===== src/rtl/radar_emulator.sv =====
`default_nettype none
// ============================================================================
// Module   : radar_emulator
// Purpose  : Target-scenario generator standing in for the three radar sector
//            switches. Presents one target at a time in an LFSR-chosen sector,
//            holds it for a dwell window and scores a hit (armed fire rising
//            edge) or a miss (window expiry), separated by empty-radar gaps.
// Ports    : i_clock         system clock, rising edge
//            i_reset         asynchronous active-high reset
//            i_enable        level, high runs the scenario, low parks in IDLE
//            i_fire          level fire button, rising edge used
//            i_armed         level armed switch, qualifies fire
//            o_radar_1..3    registered one-hot (or zero) sector lines
//            o_target_active OR of the sector lines
//            o_hit_pulse     one-cycle pulse after a scored hit
//            o_miss_pulse    one-cycle pulse after a dwell expiry
//            o_hits          saturating hit count (0..31)
//            o_misses        saturating miss count (0..31)
// Revision : 1.0  initial release
// ============================================================================
module radar_emulator #(
  parameter int         DWELL_CYCLES = 50_000_000,
  parameter int         GAP_CYCLES   = 25_000_000,
  parameter logic [7:0] LFSR_SEED    = 8'hA5
) (
  input  logic       i_clock,
  input  logic       i_reset,
  input  logic       i_enable,
  input  logic       i_fire,
  input  logic       i_armed,
  output logic       o_radar_1,
  output logic       o_radar_2,
  output logic       o_radar_3,
  output logic       o_target_active,
  output logic       o_hit_pulse,
  output logic       o_miss_pulse,
  output logic [4:0] o_hits,
  output logic [4:0] o_misses
);

  // An all-zero LFSR would lock up, so that seed is remapped.
  localparam logic [7:0] c_seed    = (LFSR_SEED == 8'h00) ? 8'h01 : LFSR_SEED;
  localparam int         c_max_cnt = (DWELL_CYCLES > GAP_CYCLES) ? DWELL_CYCLES : GAP_CYCLES;
  // Counter only ever holds load values of (N-1), so clog2(N) bits suffice.
  localparam int         c_cnt_w   = (c_max_cnt > 1) ? $clog2(c_max_cnt) : 1;

  localparam logic [c_cnt_w-1:0] c_gap_load   = c_cnt_w'(GAP_CYCLES - 1);
  localparam logic [c_cnt_w-1:0] c_dwell_load = c_cnt_w'(DWELL_CYCLES - 1);
  localparam logic [c_cnt_w-1:0] c_cnt_one    = c_cnt_w'(1);
  localparam logic [4:0]         c_count_max  = 5'd31;

  typedef enum logic [1:0] {
    S_IDLE  = 2'd0,
    S_GAP   = 2'd1,
    S_TRACK = 2'd2
  } state_t;

  state_t             r_state;
  state_t             w_state_n;
  logic [c_cnt_w-1:0] r_cnt;
  logic [c_cnt_w-1:0] w_cnt_n;
  logic [2:0]         r_radar;
  logic [2:0]         w_radar_n;
  logic [4:0]         r_hits;
  logic [4:0]         w_hits_n;
  logic [4:0]         r_misses;
  logic [4:0]         w_misses_n;
  logic               r_hit_pulse;
  logic               w_hit_pulse_n;
  logic               r_miss_pulse;
  logic               w_miss_pulse_n;
  logic [7:0]         r_lfsr;
  logic               r_fire_q;
  logic               w_fire_edge;
  logic [2:0]         w_sector;

  assign w_fire_edge = i_fire & ~r_fire_q;

  // Sector decode from the low LFSR bits; code 3 folds onto sector 1.
  always_comb begin
    w_sector = 3'b001;
    case (r_lfsr[1:0])
      2'd1:    w_sector = 3'b010;
      2'd2:    w_sector = 3'b100;
      default: w_sector = 3'b001;
    endcase
  end

  always_ff @(posedge i_clock or posedge i_reset) begin
    if (i_reset) begin
      r_state      <= S_IDLE;
      r_cnt        <= '0;
      r_radar      <= 3'b000;
      r_hits       <= 5'd0;
      r_misses     <= 5'd0;
      r_hit_pulse  <= 1'b0;
      r_miss_pulse <= 1'b0;
      r_lfsr       <= c_seed;
      r_fire_q     <= 1'b0;
    end else begin
      r_state      <= w_state_n;
      r_cnt        <= w_cnt_n;
      r_radar      <= w_radar_n;
      r_hits       <= w_hits_n;
      r_misses     <= w_misses_n;
      r_hit_pulse  <= w_hit_pulse_n;
      r_miss_pulse <= w_miss_pulse_n;
      r_lfsr       <= {r_lfsr[6:0], r_lfsr[7] ^ r_lfsr[5] ^ r_lfsr[4] ^ r_lfsr[3]};
      r_fire_q     <= i_fire;
    end
  end

  always_comb begin
    w_state_n      = r_state;
    w_cnt_n        = r_cnt;
    w_radar_n      = r_radar;
    w_hits_n       = r_hits;
    w_misses_n     = r_misses;
    w_hit_pulse_n  = 1'b0;
    w_miss_pulse_n = 1'b0;

    if (!i_enable) begin
      // Dropping enable overrides any hit or expiry at the same edge.
      w_state_n = S_IDLE;
      w_radar_n = 3'b000;
    end else begin
      case (r_state)
        S_IDLE: begin
          w_state_n = S_GAP;
          w_cnt_n   = c_gap_load;
          w_radar_n = 3'b000;
        end
        S_GAP: begin
          w_radar_n = 3'b000;
          if (r_cnt == '0) begin
            w_state_n = S_TRACK;
            w_cnt_n   = c_dwell_load;
            w_radar_n = w_sector;
          end else begin
            w_cnt_n = r_cnt - c_cnt_one;
          end
        end
        S_TRACK: begin
          // Hit is tested first so it wins over a coincident expiry.
          if (w_fire_edge && i_armed) begin
            w_state_n     = S_GAP;
            w_cnt_n       = c_gap_load;
            w_radar_n     = 3'b000;
            w_hit_pulse_n = 1'b1;
            if (r_hits != c_count_max) begin
              w_hits_n = r_hits + 5'd1;
            end
          end else if (r_cnt == '0) begin
            w_state_n      = S_GAP;
            w_cnt_n        = c_gap_load;
            w_radar_n      = 3'b000;
            w_miss_pulse_n = 1'b1;
            if (r_misses != c_count_max) begin
              w_misses_n = r_misses + 5'd1;
            end
          end else begin
            w_cnt_n = r_cnt - c_cnt_one;
          end
        end
        default: begin
          w_state_n = S_IDLE;
          w_radar_n = 3'b000;
        end
      endcase
    end
  end

  assign o_radar_1       = r_radar[0];
  assign o_radar_2       = r_radar[1];
  assign o_radar_3       = r_radar[2];
  assign o_target_active = |r_radar;
  assign o_hit_pulse     = r_hit_pulse;
  assign o_miss_pulse    = r_miss_pulse;
  assign o_hits          = r_hits;
  assign o_misses        = r_misses;

endmodule
`default_nettype wire

===== config.mk =====
export PLATFORM = sky130hd
export DESIGN_NAME = radar_emulator
export DESIGN_NICKNAME = d
export VERILOG_FILES = /design/src/rtl/radar_emulator.sv
export SDC_FILE = /design/constraint.sdc
export NUM_CORES = 1
export LEC_CHECK = 0
export ABC_AREA = 1
export CAP_MARGIN = 30
export CORE_MARGIN = 1
export CORE_UTILIZATION = 50
export CTS_BUF_LIST = sky130_fd_sc_hd__clkbuf_2 sky130_fd_sc_hd__clkbuf_4 sky130_fd_sc_hd__clkbuf_8
export CTS_CLUSTER_DIAMETER = 150
export DETAILED_ROUTE_END_ITERATION = 16
export PLACE_DENSITY_LB_ADDON = 0.1
export SYNTH_ARGS = -nofsm -noshare
export SYNTH_HDL_FRONTEND = slang
export SYNTH_SLANG_ARGS = --single-unit

===== constraint.sdc =====
create_clock -name i_clock -period 4.45 [get_ports i_clock]
set_clock_uncertainty 0.1 [all_clocks]
set_input_delay 0.445 -clock i_clock [delete_from_list [all_inputs] [get_ports i_clock]]
set_output_delay 0.445 -clock i_clock [all_outputs]
set_load 0.02 [all_outputs]

==> results of run 1 <==
==> kinds of logic (layout without fill, tap and decap cells) <==
group                      after synthesis  count (layout)  synth area share, %
muxes                                    2               2               0.7582
xor gates and xnor gates                22              22                6.487
AOI/OAI and AO/OA                       45              45                7.667
buffers and inverters                   50              76                6.402
DFF                                     52              52                43.98
and+or+nand+nor                        193             193                30.08
adders and majority gates               11              11                4.633
==> cell type report <==
type	count	area (µm²)
Inverter	46	173.9
Clock buffer	5	68.82
Tap cell	72	90.09
Timing Repair Buffer	22	227.7
Multi-Input combinational cell	273	1474
Fill cell	535	2246
Sequential cell	52	1306
Clock inverter	3	21.27
==> power groups by stage <==
stage	sequential [mW]	clock [mW]	combinational (mW)
after detailed placement	0.641	0	0.513
final	0.635	0.276	0.515
after CTS	0.633	0.285	0.514
after floorplan	0.621	0	0.398
after global placement	0.641	0	0.502
after global routing	0.646	0.301	0.586
==> cells in the mapped netlist, drive strengths merged <==
library cell / number
nand2: 91
nor2: 65
dfrtp: 48
inv: 44
a21oi: 22
o21ai: 22
nand3: 21
xor2: 12
ha: 11
xnor2: 10
nand4: 7
dfstp: 4
nor3: 4
clkbuf: 3
clkinv: 2
mux2: 2
or2: 2
a21boi: 1
buf: 1
nor3b: 1
nor4: 1
or3: 1
==> per-layer routing <==
metal | GRT usage (%) | vias to the layer above | share of wire [%]
met5 | 0 | - | 0
met4 | 7.636 | 0 | 1.3
met3 | 3.563 | 10 | 4.7
met2 | 35.17 | 56 | 46
met1 | 31.36 | 1110 | 48
li1 | - | 1235 | -
==> through the flow <==
stage          power [mW]  setup slack, ns
2_1_floorplan       1.019            2.654
3_3_place_gp        1.143            1.917
3_5_place_dp        1.154            1.807
4_1_cts             1.433            2.154
5_1_grt             1.534            1.971
6_report            1.426            2.133
==> path summary, 6_finish.rpt <==
kind,slack (ns),endpoint,start,cells after the start
max,2.13,r_cnt[18],i_enable,8
min,0.27,r_lfsr[7],r_lfsr[6],0
max reg2reg,2.23,r_cnt[18],r_state[0],7
min reg2reg,0.27,r_lfsr[7],r_lfsr[6],0
max in group asynchronous,3.29,r_lfsr[7],i_reset,3
min in group asynchronous,0.36,r_fire_q,i_reset,2
==> state kept, by name, indices dropped and copies added, names as in the netlist <==
register      cells
r_cnt            26
r_lfsr            8
o_hits            5
o_misses          5
r_radar           3
r_state           2
o_hit_pulse       1
o_miss_pulse      1
r_fire_q          1
==> run metrics, run 1 <==
H-tree levels 2; largest net degree at the start of global routing 31; leading area contributor after synthesis dfrtp_1; clk sinks 52; ant diodes 0; Max Freq 0.4316 GHz; most frequent cells in the layout 86 x nand2_1, 54 x nor2_1, 48 x dfrtp_1; Vias ~2.4k; worst-skew pair later-pin latency 0.31 ns; vias in the first global route 2,300; CTS Hold Bufs 0; critical path class in -> reg; Flop pwr share between 40% and 50%; Peak VDD IR ~0.24 mV; actual transition at the worst max-transition pin between 0.4 and 0.5 ns; Max-Cap Viols 0; initial antenna violation count 0; Synth Instances between 300 and 400; crit-path max FO 23; cell row count 27; grt total ovfl 0; Comb pwr share ~36%; max-slew violations 0; Post-route DRC 0; share of the synthesized area in the top cell type between 40% and 50%; Yosys reg bits 52; Inst Count DP 465; antenna viol nets, final 0; die height a little under 80 µm; Req. time, crit path about 4.6 ns; Avg WL per Cell 13.03 µm; Reg clk slew, reported paths roughly 0.10 ns; Crit path max-delay family buffers and inverters; CP max stage delay about 0.56 ns; RSZ-0062 raised after global routing false; Finish-stage setup viols 0; DIE AREA roughly 6300 µm²; Final Hold Viols 0; Hold WC Path Type reg -> reg; Synth area leaders dfrtp_1 40%, nand2_1 11%, nor2_1 6.8%, inv_1 5.1%, ha_1 4.6%; Placed Area 3272 µm²; Sw Pwr around 0.59 mW; Vias per Instance just over 5; first-pass GRT wire length 10,820 µm; relative slew slack 67.23%; All-Layer GR Usage between 20% and 30%; Buffers on Ports 20; Unique masters post-synth 32; Placeable Area 5608 µm²; Post-Route Setup TNS 0 ns; P_int 0.8389 mW; total wire length roughly 6200 µm; postcts setup bufs 0; Die X-Extent 79.08 µm; ratio of cells with drive above 1 in the final layout a little over a tenth; CP endpoint kind register; CP Cell Sequence clkdlybuf4s50_1 -> inv_1 -> nor2_2 -> buf_4 -> inv_2 -> nor2_4 -> a21boi_1 -> a21oi_1; crit path DAT ~2.4 ns; Lkg Pwr between 1.5 and 2 nW; final instance area roughly 3400 µm²; drt initial violations around 170; Core Util, Final about three fifths; status finished clean; DP HPWL about 4600 µm; Clock Tree Root clkbuf_8; IO Count 21; pwr dens ~420 nW/µm²; Clock power frac roughly a fifth; CP Launch Type primary input; Final Wtd Congestion 0.9087; worst-case clock buffer depth 2; Final Cycle Share around 52%; switching part of the total about two fifths; Layout Cells excl Fill around 470; Initial Util between 50 and 60%; Post-Syn Area 2970 µm²; syn nets around 390; commonest non-fill, non-tap cell in the layout nand2_1; hold slack between 0.2 and 0.3 ns; Mapped Avg Cell Area 7.921 µm²; CTS tree built; WP buf/inv 4; CTS buffer count 5; sequential element share of the synthesized area between 40% and 50%; first-pass detailed-route iteration total 4; area grow syn2layout 13.18%; clock period minus worst slack around 2.3 ns; Nets ~420; Syn. warnings 0; CP max stage cell clkdlybuf4s50_1; post-cts sizing count 0
No activity file was read; power rests on OpenSTA's default activity.
==> inputs of run 2 (changes only) <==
==> constraint.sdc (replaced) <==
create_clock -name i_clock -period 1.9 [get_ports i_clock]
set_clock_uncertainty 0.1 [all_clocks]
set_input_delay 0.19 -clock i_clock [delete_from_list [all_inputs] [get_ports i_clock]]
set_output_delay 0.19 -clock i_clock [all_outputs]
set_load 0.02 [all_outputs]
==> run 2 against run 1 <==
Compared with the run above:
- non-clock buffer count increased by 18
- sequential power increased by 130%
- critical path type is now reg -> reg
- register-to-register slack got worse by 2.1 ns
- utilization increased by 3.7 points
==> run metrics, run 2 (same netlist as run 1, synthesis figures left out) <==
status finished clean; clk sinks 52 (unchanged); final instance area 3567 µm² (+6.1%); crit path DAT 1.91 ns (-0.51 ns); Clock power frac 18.6% (-0.7 points); die height 79.08 µm (unchanged); antenna viol nets, final 0 (unchanged); Vias 2,493 (+3.4%); critical path class reg -> reg; CP endpoint kind register; Comb pwr share 39.4% (+3.3 points); initial antenna violation count 0 (unchanged); R2R Setup Slk 0.12 ns (-2.11 ns); stages on the worst setup path 11 (+3); reg-to-reg critical path endpoint r_cnt[19]; Finish-stage setup viols 0 (unchanged); max reg flops 26 (unchanged); Hold WC Path Type in -> async; P_int 2.091 mW (+150%); cell row count 27 (unchanged); CP max stage delay 0.44 ns (-0.12 ns); vias in the first global route 2,382 (+3.6%); Largest regs r_cnt x26, r_lfsr x8; Placeable Area 5608 µm² (unchanged); Avg WL per Cell 13.16 µm (+1.0%); H-tree levels 2 (unchanged); DIE AREA 6253 µm² (unchanged); Post-route DRC 0 (unchanged); switching part of the total 40.52% (-0.63 points); CP Launch Type register; DP HPWL 4698 µm (+3.0%); crit-path max FO 6 (-74%); CP max stage cell dfrtp_1; Nets 434 (+4.3%); RR Startpoint r_cnt[3]; first-pass detailed-route iteration total 6 (+2); area grow syn2layout 20.09%; IO Count 21 (unchanged); grt total ovfl 0 (unchanged); Worst Reg-to-Reg Cells 11 (+4); actual transition at the worst max-transition pin 0.4023 ns (-0.08797 ns); worst-case clock buffer depth 2 (unchanged); pwr dens 985.5 nW/µm² (+130%); Crit path max-delay family simple AND/OR/NAND/NOR gates; Lkg Pwr 1.650 nW (+6.3%); max-slew violations 0 (unchanged); first-pass GRT wire length 11,150 µm (+3.1%); Vias per Instance 5.077 (-0.39%); Max Freq ~0.56 GHz; Final Wtd Congestion 0.8715 (-4.1%); worst setup path start r_cnt[3]; commonest non-fill, non-tap cell in the layout nand2_1; hold slack 0.1086 ns (-0.1594 ns); most frequent cells in the layout 83 x nand2_1, 48 x nor2_1, 47 x dfrtp_1; Flop pwr share 42.0% (-2.5 points); Register Area 1308 µm² (about the same); Final Cycle Share between 90% and 100%; Max-Cap Viols 0 (unchanged); ratio of cells with drive above 1 in the final layout 18.85% (+7.9 points); drt initial violations 154 (-9.9%); Peak VDD IR 0.4937 mV (+100%); Final Hold Viols 0 (unchanged); WP buf/inv 1 (-3); CTS buffer count 5 (unchanged); total wire length 6461 µm (+4.9%); Layout fillers 528 (-1.3%); All-Layer GR Usage 23.02% (+0.64 points); largest net degree at the start of global routing 34 (+9.7%); Clock Tree Root clkbuf_8; Buffers on Ports 20 (unchanged); Req. time, crit path 2.03 ns (-2.52 ns); relative slew slack 73.08% (+5.8 points); Placed Area 3385 µm² (+3.4%); Top cell by count, worst path nand2_1; Initial Util 52.97% (unchanged); worst-skew pair later-pin latency 0.31 ns (about the same); CTS tree built; ant diodes 0 (unchanged); Reg clk slew, reported paths 0.10 ns (about the same); Die X-Extent 79.08 µm (unchanged); Largest Register r_cnt; area of the multi-input gates 1541 µm² (+4.6%); CP Capture Point r_cnt[19]; Sw Pwr 1.425 mW (+140%); CP Cell Sequence nor2_1 -> nand2_1 -> nor2_4 -> nand2_2 -> inv_2 -> nand2_1 -> nand2_1 -> nand2_1 -> nand2_1 -> nand2_1 -> a21oi_1; clock period minus worst slack approximately 1.8 ns
==> run 2: changes by cell type in the layout (fill, tap and decap cells not counted), sizes merged <==
cell,delta
dlygate4sd2,+1
inv,-1
clkbuf,+1
clkdlybuf4s50,-1
buf,+18
==> run 2: routing by layer <==
layer,track usage [%],up-vias,wire length [µm]
met2,36.29,45,2984
met1,33.48,1166,3190
met5,0,-,0
li1,-,1275,-
met3,3.103,7,225
met4,5.455,0,60
==> run 2: layout make-up <==
type                    count  area share, %
clock buffers               6          2.140
clock inverters             2         0.4560
inverters                  46          4.875
multi-input cells         273          43.21
flip-flops and latches     52          36.65
well taps                  72          2.525
repair buffers             40          10.14
==> run 2: stage by stage <==
stage | TNS, ns | worst slack, ns | utilization, % | std cells | power (mW)
floorplan | 0 | 0.2099 | - | 375 | 2.387
global placement | 0 | 0.04454 | 60.35 | 480 | 2.756
detailed placement | 0 | 0.02200 | 60.35 | 480 | 2.781
CTS | 0 | 0.02405 | 62.09 | 488 | 3.454
global route | -0.006111 | -0.005397 | 63.61 | 491 | 3.792
finish | 0 | 0.1228 | 63.61 | 491 | 3.516
==> run 2: repair_timing <==
item,in CTS,in global routing
resized for setup,2,19
endpoints found under the setup margin,2,40
pin swaps,0,4
endpoints found under the hold margin,0,0
setup buffers,0,3
hold buffers,0,0
==> run 2: how the worst min path moves through the flow <==
stage / start / to / cells after the start / slack (ns)
4_1_cts: i_reset / o_miss_pulse / 3 / 0.12
6_report: i_reset / o_miss_pulse / 3 / 0.11
3_3_place_gp: r_lfsr[6] / r_lfsr[7] / 0 / 0.24
5_1_grt: i_reset / o_miss_pulse / 3 / 0.15
2_1_floorplan: i_fire / r_fire_q / 0 / 0.12
3_5_place_dp: r_lfsr[6] / r_lfsr[7] / 0 / 0.25
==> run 2: worst register-to-register path, stage by stage (launching register included) <==
cell and delay, ns:
dfrtp_1 0.44, nor2_1 0.20, nand2_1 0.17, nor2_4 0.16, nand2_2 0.10, inv_2 0.12, nand2_1 0.07, nand2_1 0.06
nand2_1 0.05, nand2_1 0.06, nand2_1 0.04, a21oi_1 0.14
==> run 2: power by group through the flow <==
stage / Sequential [mW] / Clock, mW / Combinational, mW
2_1_floorplan: 1.45 / 0 / 0.932
4_1_cts: 1.47 / 0.681 / 1.31
5_1_grt: 1.51 / 0.708 / 1.58
3_5_place_dp: 1.49 / 0 / 1.30
3_3_place_gp: 1.48 / 0 / 1.27
6_report: 1.48 / 0.653 / 1.38
